**src/rtl/instr_stream_pkg.sv**
```systemverilog
// rtl/instr_stream_pkg.sv - shared constants, FSM encoding and byte helper for the instruction byte streamer
//
// Purpose : framing marker bytes, escape mask, FSM state encoding and a word-to-byte
//           selector shared by instr_byte_streamer and byte_escaper.
// Ports   : none (package).

package instr_stream_pkg;

   localparam logic [7:0] START_BYTE_C = 8'hFE;
   localparam logic [7:0] END_BYTE_C   = 8'hFF;
   localparam logic [7:0] ESC_BYTE_C   = 8'hFD;
   localparam logic [7:0] ESC_MASK     = 8'h20;

   localparam int BYTES_PER_WORD = 4;
   localparam int IDX_W          = $clog2(BYTES_PER_WORD);

   typedef enum logic [2:0] {
      ST_IDLE,
      ST_START,
      ST_DATA,
      ST_FETCH,
      ST_ESC,
      ST_END
   } state_t;

   // Byte idx of a word, MSB first: idx 0 -> [31:24], idx 3 -> [7:0].
   function automatic logic [7:0] get_byte(input logic [31:0] word, input logic [IDX_W-1:0] idx);
      case (idx)
         2'd0:    get_byte = word[31:24];
         2'd1:    get_byte = word[23:16];
         2'd2:    get_byte = word[15:8];
         default: get_byte = word[7:0];
      endcase
   endfunction

endpackage

```
**src/rtl/byte_escaper.sv**
```systemverilog
// rtl/byte_escaper.sv - combinational marker detection and escape transform for one data byte
//
// Purpose : flags a data byte that collides with a framing marker and supplies its
//           escaped replacement (byte ^ ESC_MASK).
// Ports   : data      in  8  raw data byte
//           needs_esc out 1  data equals START, END or ESC marker
//           escaped   out 8  data ^ ESC_MASK

module byte_escaper
   import instr_stream_pkg::*;
#(
   parameter logic [7:0] START_BYTE = START_BYTE_C,
   parameter logic [7:0] END_BYTE   = END_BYTE_C,
   parameter logic [7:0] ESC_BYTE   = ESC_BYTE_C
)(
   input  logic [7:0] data,
   output logic       needs_esc,
   output logic [7:0] escaped
);

   assign needs_esc = (data == START_BYTE) || (data == END_BYTE) || (data == ESC_BYTE);
   assign escaped   = data ^ ESC_MASK;

endmodule

```
**src/rtl/instr_byte_streamer.sv**
```systemverilog
// rtl/instr_byte_streamer.sv - frames 32-bit instruction words into a START/data/END byte stream
//
// Purpose : accepts instruction words over valid/ready and emits START_BYTE, the word
//           bytes MSB first, then END_BYTE, one byte per accepted cycle. Consecutive
//           words chain without a valid gap. A frame is force-closed after MAX_WORDS.
// Option  : define INSTR_STREAM_ESC_EN to escape data bytes that alias a marker
//           (ESC_BYTE followed by byte ^ 8'h20); otherwise data bytes are sent raw.
// Ports   : clk           in   1      clock
//           reset         in   1      asynchronous active-low reset
//           word_i        in   32     instruction word
//           word_last_i   in   1      last word of program
//           word_valid_i  in   1      word_i/word_last_i valid
//           word_ready_o  out  1      word accepted on valid && ready
//           byte_o        out  8      serial byte, 0 when not valid
//           byte_valid_o  out  1      byte_o valid
//           byte_ready_i  in   1      sink accepts byte_o
//           busy_o        out  1      frame in progress
//           word_cnt_o    out  CNT_W  words in current/last frame
//           overflow_o    out  1      frame closed by MAX_WORDS (sticky until next frame)
//           frame_done_o  out  1      pulse when END_BYTE accepted

module instr_byte_streamer
   import instr_stream_pkg::*;
#(
   parameter int         MAX_WORDS  = 64,
   parameter logic [7:0] START_BYTE = START_BYTE_C,
   parameter logic [7:0] END_BYTE   = END_BYTE_C,
   parameter logic [7:0] ESC_BYTE   = ESC_BYTE_C,
   localparam int        CNT_W      = $clog2(MAX_WORDS + 1)
)(
   input  logic             clk,
   input  logic             reset,
   input  logic [31:0]      word_i,
   input  logic             word_last_i,
   input  logic             word_valid_i,
   output logic             word_ready_o,
   output logic [7:0]       byte_o,
   output logic             byte_valid_o,
   input  logic             byte_ready_i,
   output logic             busy_o,
   output logic [CNT_W-1:0] word_cnt_o,
   output logic             overflow_o,
   output logic             frame_done_o
);

   localparam logic [IDX_W-1:0] LAST_IDX = IDX_W'(BYTES_PER_WORD - 1);
   localparam logic [CNT_W-1:0] MAX_CNT  = CNT_W'(MAX_WORDS);

   state_t           state;
   logic [31:0]      word_q;
   logic             last_q;
   logic [IDX_W-1:0] idx;
   logic [CNT_W-1:0] word_cnt;
   logic             overflow_q;
   logic             done_q;
   logic             run;       // holds word_ready_o low until the first edge after reset
   logic [7:0]       byte_q;
   logic             valid_q;

   logic             byte_acc;
   logic             word_acc;
   logic             can_chain;
   logic [CNT_W-1:0] cnt_inc;
   logic [31:0]      src_word;
   logic [IDX_W-1:0] src_idx;
   logic [7:0]       src_byte;
   logic             needs_esc;
   logic [7:0]       esc_byte;
   state_t           ld_state;
   logic [7:0]       ld_byte;

   assign byte_acc  = valid_q && byte_ready_i;
   // Next word may be taken on the same edge as the final byte of the current word.
   assign can_chain = (state == ST_DATA) && (idx == LAST_IDX) && byte_ready_i &&
                      !last_q && (word_cnt < MAX_CNT);
   assign word_ready_o = run && ((state == ST_IDLE) || (state == ST_FETCH) || can_chain);
   assign word_acc  = word_valid_i && word_ready_o;
   assign cnt_inc   = (word_cnt == MAX_CNT) ? word_cnt : word_cnt + 1'b1;

   // Source of the next data byte to load: the next index of the held word, byte 0 of a
   // newly accepted word, or (in ESC) the held byte itself so its escaped form is available.
   always_comb begin
      src_word = word_q;
      src_idx  = '0;
      case (state)
         ST_DATA: begin
            if (idx == LAST_IDX) src_word = word_i;
            else                 src_idx  = idx + 1'b1;
         end
         ST_ESC:   src_idx  = idx;
         ST_FETCH: src_word = word_i;
         default: ;
      endcase
      src_byte = get_byte(src_word, src_idx);
   end

`ifdef INSTR_STREAM_ESC_EN
   byte_escaper #(
      .START_BYTE (START_BYTE),
      .END_BYTE   (END_BYTE),
      .ESC_BYTE   (ESC_BYTE)
   ) u_escaper (
      .data       (src_byte),
      .needs_esc  (needs_esc),
      .escaped    (esc_byte)
   );
`else
   assign needs_esc = 1'b0;
   assign esc_byte  = src_byte;
`endif

   // An aliasing byte is preceded by ESC_BYTE; ESC then emits the transformed byte.
   assign ld_state = needs_esc ? ST_ESC : ST_DATA;
   assign ld_byte  = needs_esc ? ESC_BYTE : src_byte;

   always_ff @(posedge clk or negedge reset) begin
      if (!reset) begin
         state      <= ST_IDLE;
         word_q     <= '0;
         last_q     <= 1'b0;
         idx        <= '0;
         word_cnt   <= '0;
         overflow_q <= 1'b0;
         done_q     <= 1'b0;
         run        <= 1'b0;
         byte_q     <= '0;
         valid_q    <= 1'b0;
      end else begin
         run    <= 1'b1;
         done_q <= 1'b0;
         case (state)
            ST_IDLE: if (word_acc) begin
               word_q     <= word_i;
               last_q     <= word_last_i;
               word_cnt   <= '0;
               overflow_q <= 1'b0;
               byte_q     <= START_BYTE;
               valid_q    <= 1'b1;
               state      <= ST_START;
            end
            ST_START: if (byte_acc) begin
               word_cnt <= cnt_inc;
               idx      <= src_idx;
               byte_q   <= ld_byte;
               state    <= ld_state;
            end
            ST_DATA: if (byte_acc) begin
               if (idx != LAST_IDX) begin
                  idx    <= src_idx;
                  byte_q <= ld_byte;
                  state  <= ld_state;
               end else if (word_acc) begin
                  word_q   <= word_i;
                  last_q   <= word_last_i;
                  word_cnt <= cnt_inc;
                  idx      <= src_idx;
                  byte_q   <= ld_byte;
                  state    <= ld_state;
               end else if (last_q || (word_cnt == MAX_CNT)) begin
                  overflow_q <= !last_q;
                  byte_q     <= END_BYTE;
                  state      <= ST_END;
               end else begin
                  valid_q <= 1'b0;
                  byte_q  <= '0;
                  state   <= ST_FETCH;
               end
            end
            ST_ESC: if (byte_acc) begin
               byte_q <= esc_byte;
               state  <= ST_DATA;
            end
            ST_FETCH: if (word_acc) begin
               word_q   <= word_i;
               last_q   <= word_last_i;
               word_cnt <= cnt_inc;
               idx      <= src_idx;
               byte_q   <= ld_byte;
               valid_q  <= 1'b1;
               state    <= ld_state;
            end
            ST_END: if (byte_acc) begin
               valid_q <= 1'b0;
               byte_q  <= '0;
               done_q  <= 1'b1;
               state   <= ST_IDLE;
            end
            default: state <= ST_IDLE;
         endcase
      end
   end

   assign byte_o       = byte_q;
   assign byte_valid_o = valid_q;
   assign busy_o       = (state != ST_IDLE);
   assign word_cnt_o   = word_cnt;
   assign overflow_o   = overflow_q;
   assign frame_done_o = done_q;

endmodule

```
**config.mk**
```make
export PLATFORM = sky130hd
export DESIGN_NAME = instr_byte_streamer
export DESIGN_NICKNAME = d
export VERILOG_FILES = /design/src/rtl/instr_stream_pkg.sv /design/src/rtl/byte_escaper.sv /design/src/rtl/instr_byte_streamer.sv
export SDC_FILE = /design/constraint.sdc
export NUM_CORES = 1
export LEC_CHECK = 0
export ABC_AREA = 1
export CAP_MARGIN = 20
export CORE_MARGIN = 4
export CORE_UTILIZATION = 33
export DETAILED_ROUTE_END_ITERATION = 8
export SETUP_SLACK_MARGIN = 0.02
export SYNTH_ARGS = -nofsm -noshare
export SYNTH_HDL_FRONTEND = slang
export SYNTH_SLANG_ARGS = --single-unit
```
**constraint.sdc**
```tcl
create_clock -name clk -period 4.7 [get_ports clk]
set_clock_uncertainty 0.1 [all_clocks]
set_input_delay 0.47 -clock clk [delete_from_list [all_inputs] [get_ports clk]]
set_output_delay 0.47 -clock clk [all_outputs]
set_load 0.01 [all_outputs]
```
==> results of run 1 <==
[registers in the layout, summed over array words and instances, names as in the netlist, 2 cells and up]
| signal | flops |
|---|---|
| word_q | 32 |
| byte_o | 8 |
| word_cnt_o | 7 |
| state | 3 |
| idx | 2 |
[synthesized netlist by cell type, types with 3 or more instances]
library cell,instances
a21oi_1,27
nand2_1,131
o21ai_1,17
o21ai_0,30
inv_2,3
mux2_2,6
nor2_2,3
clkbuf_1,4
nand3_1,68
or2_2,11
nor2_1,42
inv_1,57
dfrtp_1,57
mux2_1,6
buf_2,10
ha_1,4
xor2_1,4
[layout by cell type, fill, tap and decap left out, types with 3 or more instances in the layout]
master / instances
ha_1: 4
nand3_1: 68
or2_2: 11
mux2_1: 6
o21ai_0: 30
inv_1: 57
dfrtp_1: 57
inv_2: 3
nand2_1: 130
clkinv_2: 3
a21oi_1: 27
clkdlybuf4s50_1: 55
nor2_1: 42
clkbuf_8: 11
xor2_1: 4
o21ai_1: 17
nor2_2: 3
mux2_2: 6
[kinds of logic after synthesis]
| family | count (synthesis) | share of synthesized area [%] |
|---|---|---|
| compound gates | 79 | 11.6 |
| simple gates | 264 | 32.6 |
| flops | 57 | 40.6 |
| mux | 12 | 3.85 |
| fa+ha+maj | 4 | 1.43 |
| buf+inv | 77 | 8.80 |
| xor+xnor | 4 | 0.997 |
| other cells | 1 | 0.107 |
[layout make-up]
class                      count  area (um^2)
fill                        1074         5960
multi-input combinational    364         1780
sequential                    57         1430
timing repair buffer          58          583
inverter                      61          229
tap                          136          170
clock buffer                  13          159
clock inverter                 3         15.0
[worst reg2reg max path, cell delays in order (launching register included)]
cell and delay [ns]:
dfrtp_1 0.47, inv_1 0.29, nand2_1 0.24, inv_1 0.50, nand2_2 0.34, o21ai_0 0.26
nand2_1 0.09, nand2_1 0.08, nor2_1 0.04, nor2_1 0.14, o21ai_0 0.12, a21oi_1 0.13
[path summary, 6_finish.rpt]
path	slack (ns)	cells past startpoint	startpoint	to
hold / removal	0.17	2	reset	word_cnt_o[2]$_DFFE_PN0P_
min in group clk	0.38	2	byte_o[0]$_DFFE_PN0P_	byte_o[0]$_DFFE_PN0P_
max in group asynchronous	3.82	2	reset	state[0]$_DFFE_PN0P_
setup reg to reg	1.84	11	state[2]$_DFFE_PN0P_	byte_o[1]$_DFFE_PN0P_
hold reg to reg	0.38	2	byte_o[0]$_DFFE_PN0P_	byte_o[0]$_DFFE_PN0P_
setup / recovery	1.41	4	state[0]$_DFFE_PN0P_	word_ready_o
[metal layers]
layer	GRT usage, %	wire length [um]	vias up
met1	19.8	4220	1502
li1	-	-	1716
met5	0	0	-
met2	24.5	4020	92
met3	3.82	583	15
met4	4.95	153	0
[metrics by stage]
step / worst slack (ns) / hold slack (ns) / cell area (um^2) / utilization (%)
after CTS: 1.38 / 0.208 / 4340 / 42.1
after detailed placement: 1.41 / 0.370 / 4170 / 40.4
after floorplan: 2.67 / 0.0744 / 3510 / -
final: 1.41 / 0.171 / 4360 / 42.2
after global placement: 1.52 / 0.366 / 4170 / 40.4
after global routing: 1.04 / 0.248 / 4360 / 42.2
[power by group through the flow]
| stage | logic [mW] | registers, mW | clock network, mW |
|---|---|---|---|
| 2_1_floorplan | 1.05 | 0.845 | 0 |
| 3_3_place_gp | 1.49 | 0.849 | 0 |
| 3_5_place_dp | 1.51 | 0.858 | 0 |
| 4_1_cts | 1.52 | 0.849 | 0.426 |
| 5_1_grt | 1.74 | 0.876 | 0.452 |
| 6_report | 1.52 | 0.848 | 0.410 |
==> results.md, run 1 <==
- Status: completed
- Vias in the first global route: 3,247
- Area grow syn2layout: 24.2%
- Inst Count DP: 675
- Routed WL: 8.98 mm
- Synth area leaders: dfrtp_1, nand2_1, nand3_1, inv_1, nor2_1
- Chip Width: 111 um
- Grt total ovfl: 0
- Max Root-Sink Buffers: 2
- Drt first pass iters: 5
- Element type at the critical path end: output pin
- Hold buffers post-CTS: 0
- Synth top area share: 40.6%
- # setup viols final: 0
- Critical Path AT: 2.72 ns
- Detailed-placement wirelength estimate: 6.68 mm
- Row count: 37
- Worst path max stage delay: 0.86 ns
- Buffers on Ports: 56
- CP required: 4.13 ns
- Power per cell area: 638 nW/um^2
- Final ANT Viol Nets: 0
- Gr usage total: 15.1%
- IO Pins: 57
- CP top delay family: simple AND/OR/NAND/NOR gates
- Fmax: 0.304 GHz
- Synth cell types: 31
- Final total power: 2.78 mW
- Vias after detailed routing: 3,325
- Setup TNS: 0 ns
- Sw Pwr: 1.26 mW
- Unrepaired setup endpoints after global routing: no
- Predominant post-synthesis flop cell: dfrtp_1
- Nets@finish: 592
- Leakage: 2.13 nW
- Initial antenna violation count: 0
- Number of max-cap violations: 0
- Final Hold Vio Count: 0
- Floorplan Core Area: 10,300 um^2
- Mapped Nets: 539
- N_diodes: 0
- CTS buffer count: 9
- CP Buf/Inv Count: 1
- CTS H-tree depth: 3
- Routability cong.: 0.866
- Initial core utilization: 34.0%
- Wire length per cell: 13.0 um
- Pint: 1.53 mW
- Tmin final: 3.29 ns
- Final Max Slew Viols: 0
- Tightest Hold Check Type: in -> async
- CP Launch Type: flop
- Die Area: 12,400 um^2
- Comb power frac: 54.8%
- Crit Path Class: reg -> out
- Post-Syn Area: 3510 um^2
- Largest net degree at the start of global routing: 58
- FFs w/ async S/R, synth: 100%
- Final Instance Count excl. Fillers: 692
- Share of cells above drive strength 1: 8.09%
- Tcrit/Tclk final: 70.0%
- Setup Fix Bufs, Post-CTS: 0
- EDFF count, synth: 0
- Post-synthesis cell count: 498
- Seq cells post-synth: 57
- Clock transition at path regs: 0.06 ns
- Iteration-0 DRC Markers: 208
- Clock Root Buffer: clkbuf_8
- CP Max Fanout: 16
- Vias per cell: 4.80
- Sequential fraction of design power: 30.5%
- First-pass GRT wire length: 15.5 mm
- Max VDD drop: 224 uV
- Cell Chain, Critical Path: nor3_2, nand3_1, a21boi_0, clkdlybuf4s50_1
- Drt drc: 0
- Mean Syn Cell Area: 7.05 um^2
- Syn. warnings: 0
- Cells resized by post-CTS repair: 0
- Sw Share: 45.2%
- CTS tree: built
- Crit-path slowest cell: nor3_2
- Clock network fraction of total power: 14.7%
- Clk_lat worst skew: 0.34 ns
- Die H: 111 um
- Num Clock Sinks: 57
- Post-synthesis sequential area ratio: 40.6%
- Leading area contributor after synthesis: dfrtp_1
- Worst relative slew slack: 33.9%
- Measured slew at the worst slew-check pin: 0.986 ns
No activity file was read; power rests on OpenSTA's default activity.
==> run 2, diff against run 1 <==
==> constraint.sdc (replaced) <==
create_clock -name clk -period 2.69 [get_ports clk]
set_clock_uncertainty 0.1 [all_clocks]
set_input_delay 0.269 -clock clk [delete_from_list [all_inputs] [get_ports clk]]
set_output_delay 0.269 -clock clk [all_outputs]
set_load 0.01 [all_outputs]
==> results.md, run 2 (same netlist as run 1, synthesis figures left out) <==
- CP Max Fanout: 7 (was 16)
- CP required: 2.32 ns (was 4.13 ns)
- Initial antenna violation count: 0 (unchanged)
- Most common cell after layout, fill and taps aside: nand2_1 (unchanged)
- First-pass GRT wire length: 16.3 mm (was 15.5 mm)
- Crit Path Class: reg -> out (unchanged)
- Grt total ovfl: 0 (unchanged)
- Fmax: 0.398 GHz
- Element type at the critical path end: output pin (unchanged)
- Detailed-placement wirelength estimate: 7.31 mm (was 6.68 mm)
- Share of cells above drive strength 1: 10.8% (was 8.09%)
- Setup Fix Bufs, Post-CTS: 0 (unchanged)
- Clk_lat worst skew: 0.33 ns (was 0.34 ns)
- Layout fillers: 1,078 (was 1,074)
- Final total power: 5.08 mW (was 2.78 mW)
- Top reg by flops: word_q (unchanged)
- Tightest Hold Check Type: in -> async (unchanged)
- Final ANT Viol Nets: 0 (unchanged)
- Final Max Slew Viols: 0 (unchanged)
- Drt first pass iters: 5 (unchanged)
- Multi-input logic area: 1780 um^2 (about the same)
- Iteration-0 DRC Markers: 186 (was 208)
- Vias in the first global route: 3,325 (was 3,247)
- Routed WL: 9.51 mm (was 8.98 mm)
- DP Area: 4290 um^2 (was 4170 um^2)
- Unrepaired setup endpoints after global routing: no (unchanged)
- Area taken by flip-flops and latches: 1430 um^2 (about the same)
- Critical Path AT: 2.14 ns (was 2.72 ns)
- Vias per cell: 4.84 (was 4.80)
- Clock Root Buffer: clkbuf_8 (unchanged)
- Floorplan Core Area: 10,300 um^2 (unchanged)
- Measured slew at the worst slew-check pin: 0.557 ns (was 0.986 ns)
- Area grow syn2layout: 28.4% (was 24.2%)
- Final Hold Vio Count: 0 (unchanged)
- Num Clock Sinks: 57 (unchanged)
- Chip Width: 111 um (unchanged)
- Max VDD drop: 328 uV (was 224 uV)
- Finished Cell Area: 4510 um^2 (was 4360 um^2)
- Inst Count DP: 691 (was 675)
- Setup TNS: 0 ns (unchanged)
- Tmin final: 2.51 ns
- Die H: 111 um (unchanged)
- Wire length per cell: 13.4 um (was 13.0 um)
- Commonest cells after routing, fill and taps aside: nand2_1, nand3_1, inv_1, dfrtp_1, clkdlybuf4s50_1 (unchanged)
- N_diodes: 0 (unchanged)
- Gr usage total: 15.8% (was 15.1%)
- Largest net degree at the start of global routing: 44 (was 58)
- Leakage: 2.21 nW (was 2.13 nW)
- Nets@finish: 609 (was 592)
- Max Root-Sink Buffers: 2 (unchanged)
- Vias after detailed routing: 3,429 (was 3,325)
- CTS tree: built (unchanged)
- Worst relative slew slack: 62.9% (was 33.9%)
- Drt drc: 0 (unchanged)
- # setup viols final: 0 (unchanged)
- Clock transition at path regs: 0.06 ns (about the same)
- Number of max-cap violations: 0 (unchanged)
- Die Area: 12,400 um^2 (unchanged)
- Row count: 37 (unchanged)
- Power per cell area: 1130 nW/um^2 (was 638 nW/um^2)
- CTS buffer count: 9 (unchanged)
- Buffers on Ports: 56 (unchanged)
- Status: completed (unchanged)
- Max reg flops: 32 (unchanged)
- CP Launch Type: flop (unchanged)
- Final Instance Count excl. Fillers: 708 (was 692)
- Routability cong.: 0.932 (was 0.866)
- Initial core utilization: 34.0% (unchanged)
- IO Pins: 57 (unchanged)
- Tcrit/Tclk final: 93.4%
- CTS H-tree depth: 3 (unchanged)
==> run 2: layout make-up <==
type,instances,area share [%]
tap,136,3.77
clock inverter,4,0.999
sequential,57,31.7
clock buffer,11,2.91
multi-input combinational,364,39.6
inverter,61,5.13
timing repair buffer,75,16.0
==> run 2: what timing repair did <==
| item | in CTS | in global routing |
|---|---|---|
| hold buffers | 0 | 1 |
| resized for setup | 0 | 4 |
| endpoints found under the hold margin | 0 | 20 |
| setup endpoints to repair | 0 | 13 |
==> run 2: layer usage <==
layer | vias up | global-route usage (%) | part of all wire (%)
met2 | 88 | 25.2 | 45
met4 | 0 | 3.49 | 1.5
met5 | - | 0 | 0
met3 | 13 | 4.26 | 6.0
li1 | 1742 | - | -
met1 | 1586 | 21.6 | 47
==> run 2: metrics by stage <==
step	setup slack, ns	hold WS (ns)	utilization, %
finish	0.177	0.357	43.7
global route	0.0358	0.397	43.7
CTS	0.0342	0.0381	43.2
detailed placement	0.304	0.373	41.5
global placement	0.379	0.372	41.5
floorplan	0.662	-0.127	-
==> run 2: path summary, 6_finish.rpt <==
path	from	endpoint	depth (start not counted)	slack, ns
min	reset	word_cnt_o[2]$_DFFE_PN0P_	2	0.36
max reg2reg	state[1]$_DFFE_PN0P_	word_q[19]$_DFFE_PN0P_	10	0.38
min reg2reg	byte_o[0]$_DFFE_PN0P_	byte_o[0]$_DFFE_PN0P_	2	0.38
max in group asynchronous	reset	word_q[27]$_DFFE_PN0P_	4	1.43
max	state[1]$_DFFE_PN0P_	word_ready_o	5	0.18
min in group clk	byte_o[0]$_DFFE_PN0P_	byte_o[0]$_DFFE_PN0P_	2	0.38
==> run 2: power by group <==
group / total (mW) / switching (mW) / leakage, nW / internal (mW)
Combinational: 2.83 / 1.66 / 1.42 / 1.17
Clock: 0.759 / 0.341 / 0.0929 / 0.418
Sequential: 1.49 / 0.261 / 0.697 / 1.23
==> run 2: critical path, stage by stage, from the launching register on <==
cell and delay [ns]:
dfrtp_1 0.51, inv_2 0.10, nor3_2 0.24, nand3_1 0.13, a21boi_0 0.25, clkdlybuf4s50_1 0.58
==> run 3, diff against run 2 <==
--- a/config.mk
+++ b/config.mk
@@ -6,6 +6,7 @@
 export NUM_CORES = 1
 export LEC_CHECK = 0
 export ABC_AREA = 1
+export ABC_CLOCK_PERIOD_IN_PS = 2200
 export CAP_MARGIN = 20
 export CORE_MARGIN = 4
 export CORE_UTILIZATION = 33
==> constraint.sdc (replaced) <==
create_clock -name clk -period 2.2 [get_ports clk]
set_clock_uncertainty 0.1 [all_clocks]
set_input_delay 0.22 -clock clk [delete_from_list [all_inputs] [get_ports clk]]
set_output_delay 0.22 -clock clk [all_outputs]
set_load 0.01 [all_outputs]
==> results.md, run 3 (same netlist as run 1, synthesis figures left out) <==
- Crit-path slowest cell: clkdlybuf4s50_1 (unchanged)
- Clock transition at path regs: 0.07 ns (was 0.06 ns)
- Tcrit/Tclk final: 95.2%
- Largest net degree at the start of global routing: 29 (was 44)
- Routed WL: 9.59 mm (was 9.51 mm)
- Max Root-Sink Buffers: 2 (unchanged)
- Iteration-0 DRC Markers: 188 (was 186)
- Leakage: 2.33 nW (was 2.21 nW)
- Initial core utilization: 34.0% (unchanged)
- Worst R2R Setup Slack: 0.13 ns (was 0.38 ns)
- Wire length per cell: 13.1 um (was 13.4 um)
- Final ANT Viol Nets: 0 (unchanged)
- Max VDD drop: 449 uV (was 328 uV)
- R2r endpoint: byte_o[4]$_DFFE_PN0P_ (was word_q[19]$_DFFE_PN0P_)
- Clock Root Buffer: clkbuf_8 (unchanged)
- Fmax: 0.478 GHz
- Clk_lat worst skew: 0.34 ns (was 0.33 ns)
- Vias per cell: 4.79 (was 4.84)
- Measured slew at the worst slew-check pin: 0.521 ns (was 0.557 ns)
- N_diodes: 0 (unchanged)
- Max reg flops: 32 (unchanged)
- # setup viols final: 0 (unchanged)
- Tightest Hold Check Type: in -> async (unchanged)
- RR Startpoint: idx[0]$_DFFE_PN0P_ (was state[1]$_DFFE_PN0P_)
- Critical Path AT: 1.77 ns (was 2.14 ns)
- Setup TNS: 0 ns (unchanged)
- Nets@finish: 632 (was 609)
- Cell Chain, Critical Path: buf_4, nor2_4, nand2_1, buf_4, clkdlybuf4s50_1 (was inv_2, nor3_2, nand3_1, a21boi_0, clkdlybuf4s50_1)
- CTS tree: built (unchanged)
- Final Instance Count excl. Fillers: 731 (was 708)
- Vias after detailed routing: 3,502 (was 3,429)
- CP required: 1.88 ns (was 2.32 ns)
- CTS buffer count: 9 (unchanged)
- IO Pins: 57 (unchanged)
- Inst Count DP: 714 (was 691)
- Row count: 37 (unchanged)
- Worst relative slew slack: 65.3% (was 62.9%)
- Power per cell area: 1370 nW/um^2 (was 1130 nW/um^2)
- Most common cell after layout, fill and taps aside: nand2_1 (unchanged)
- Chip Width: 111 um (unchanged)
- Detailed-placement wirelength estimate: 7.63 mm (was 7.31 mm)
- Vias in the first global route: 3,409 (was 3,325)
- CP Launch Type: flop (unchanged)
- Final Hold Vio Count: 0 (unchanged)
- Share of cells above drive strength 1: 16.6% (was 10.8%)
- Die Area: 12,400 um^2 (unchanged)
- Worst R2R Path Depth: 14 (was 10)
- First-pass GRT wire length: 16.3 mm (about the same)
- Drt first pass iters: 4 (was 5)
- Num Clock Sinks: 57 (unchanged)
- CP Max Fanout: 5 (was 7)
- Commonest cells after routing, fill and taps aside: nand2_1, nand3_1, inv_1, dfrtp_1, clkdlybuf4s50_1 (unchanged)
- Crit Path Class: reg -> out (unchanged)
- CTS H-tree depth: 3 (unchanged)
- Final Max Slew Viols: 0 (unchanged)
- Gr usage total: 16.1% (was 15.8%)
- Worst path max stage delay: 0.47 ns (was 0.58 ns)
- Tmin final: 2.09 ns
- Floorplan Core Area: 10,300 um^2 (unchanged)
- Grt total ovfl: 0 (unchanged)
- Drt drc: 0 (unchanged)
- Routability cong.: 0.912 (was 0.932)
- Area grow syn2layout: 35.1% (was 28.4%)
- Top reg by flops: word_q (unchanged)
- Status: completed (unchanged)
- Most common cell on crit path: buf_4
- Initial antenna violation count: 0 (unchanged)
- Number of max-cap violations: 0 (unchanged)
- Die H: 111 um (unchanged)
- Element type at the critical path end: output pin (unchanged)
- Buffers on Ports: 56 (unchanged)
## run 3: changes by cell type in the layout (fill, tap and decap cells not counted), moves of 2 or more
cell / before / now
nand2_1: 130 / 128
nor2_1: 42 / 39
buf_12: 0 / 2
nand3_1: 68 / 65
buf_4: 17 / 38
nand3_2: 2 / 5
clkbuf_1: 2 / 0
nor2_2: 2 / 4
clkbuf_8: 9 / 12
## run 3: worst max path at each step
stage	startpoint	end	cells after the start	slack, ns
6_report	state[0]$_DFFE_PN0P_	busy_o	5	0.11
5_1_grt	idx[0]$_DFFE_PN0P_	byte_o[0]$_DFFE_PN0P_	13	-0.01
4_1_cts	state[2]$_DFFE_PN0P_	word_q[24]$_DFFE_PN0P_	11	0.07
3_5_place_dp	state[1]$_DFFE_PN0P_	word_q[21]$_DFFE_PN0P_	8	0.03
3_3_place_gp	byte_ready_i	word_ready_o	6	0.02
2_1_floorplan	state[0]$_DFFE_PN0P_	word_q[21]$_DFFE_PN0P_	10	0.17
## run 3: power by group
part / total (mW) / internal [mW] / switching [mW]
logic: 3.76 / 1.65 / 2.12
registers: 1.82 / 1.51 / 0.310
clock network: 0.903 / 0.488 / 0.414
total: 6.49 / 3.65 / 2.84
## run 3: final cells by class
class | count | area [um^2]
clock buffer | 12 | 165
fill | 1041 | 5580
multi-input combinational | 364 | 1830
inverter | 61 | 231
clock inverter | 3 | 15.0
timing repair buffer | 98 | 901
sequential | 57 | 1430
tap | 136 | 170
## run 3: stage by stage
stage          total power [mW]  hold slack (ns)  cell area [um^2]  util [%]  worst slack, ns
6_report                   6.49            0.286              4750      46.0            0.106
5_1_grt                    7.13            0.339              4750      46.0          -0.0129
4_1_cts                    6.45            0.293              4690      45.4           0.0741
3_5_place_dp               5.49            0.127              4490      43.4           0.0300
3_3_place_gp               5.44            0.119              4490      43.4           0.0212
2_1_floorplan              4.05           -0.176              3510         -            0.172
## run 3: layer usage
layer	part of all wire, %	vias to the layer above	GRT usage [%]
li1	-	1788	-
met1	47	1620	21.4
met2	46	83	25.7
met3	5.1	11	3.77
met4	1.5	0	5.52
met5	0	-	0
## run 3: worst max-delay path, delay by kind of cell (launching register included)
family / cells / cell delay (ns)
AND/OR/NAND/NOR: 2 / 0.19
flip-flops: 1 / 0.45
buffers and inverters: 3 / 0.79
## run 3: what timing repair did
action,CTS,global route
buffers inserted,0,1
hold buffers,1,0
setup endpoints to repair,1,48
resized for setup,5,17
hold endpoints to repair,20,0
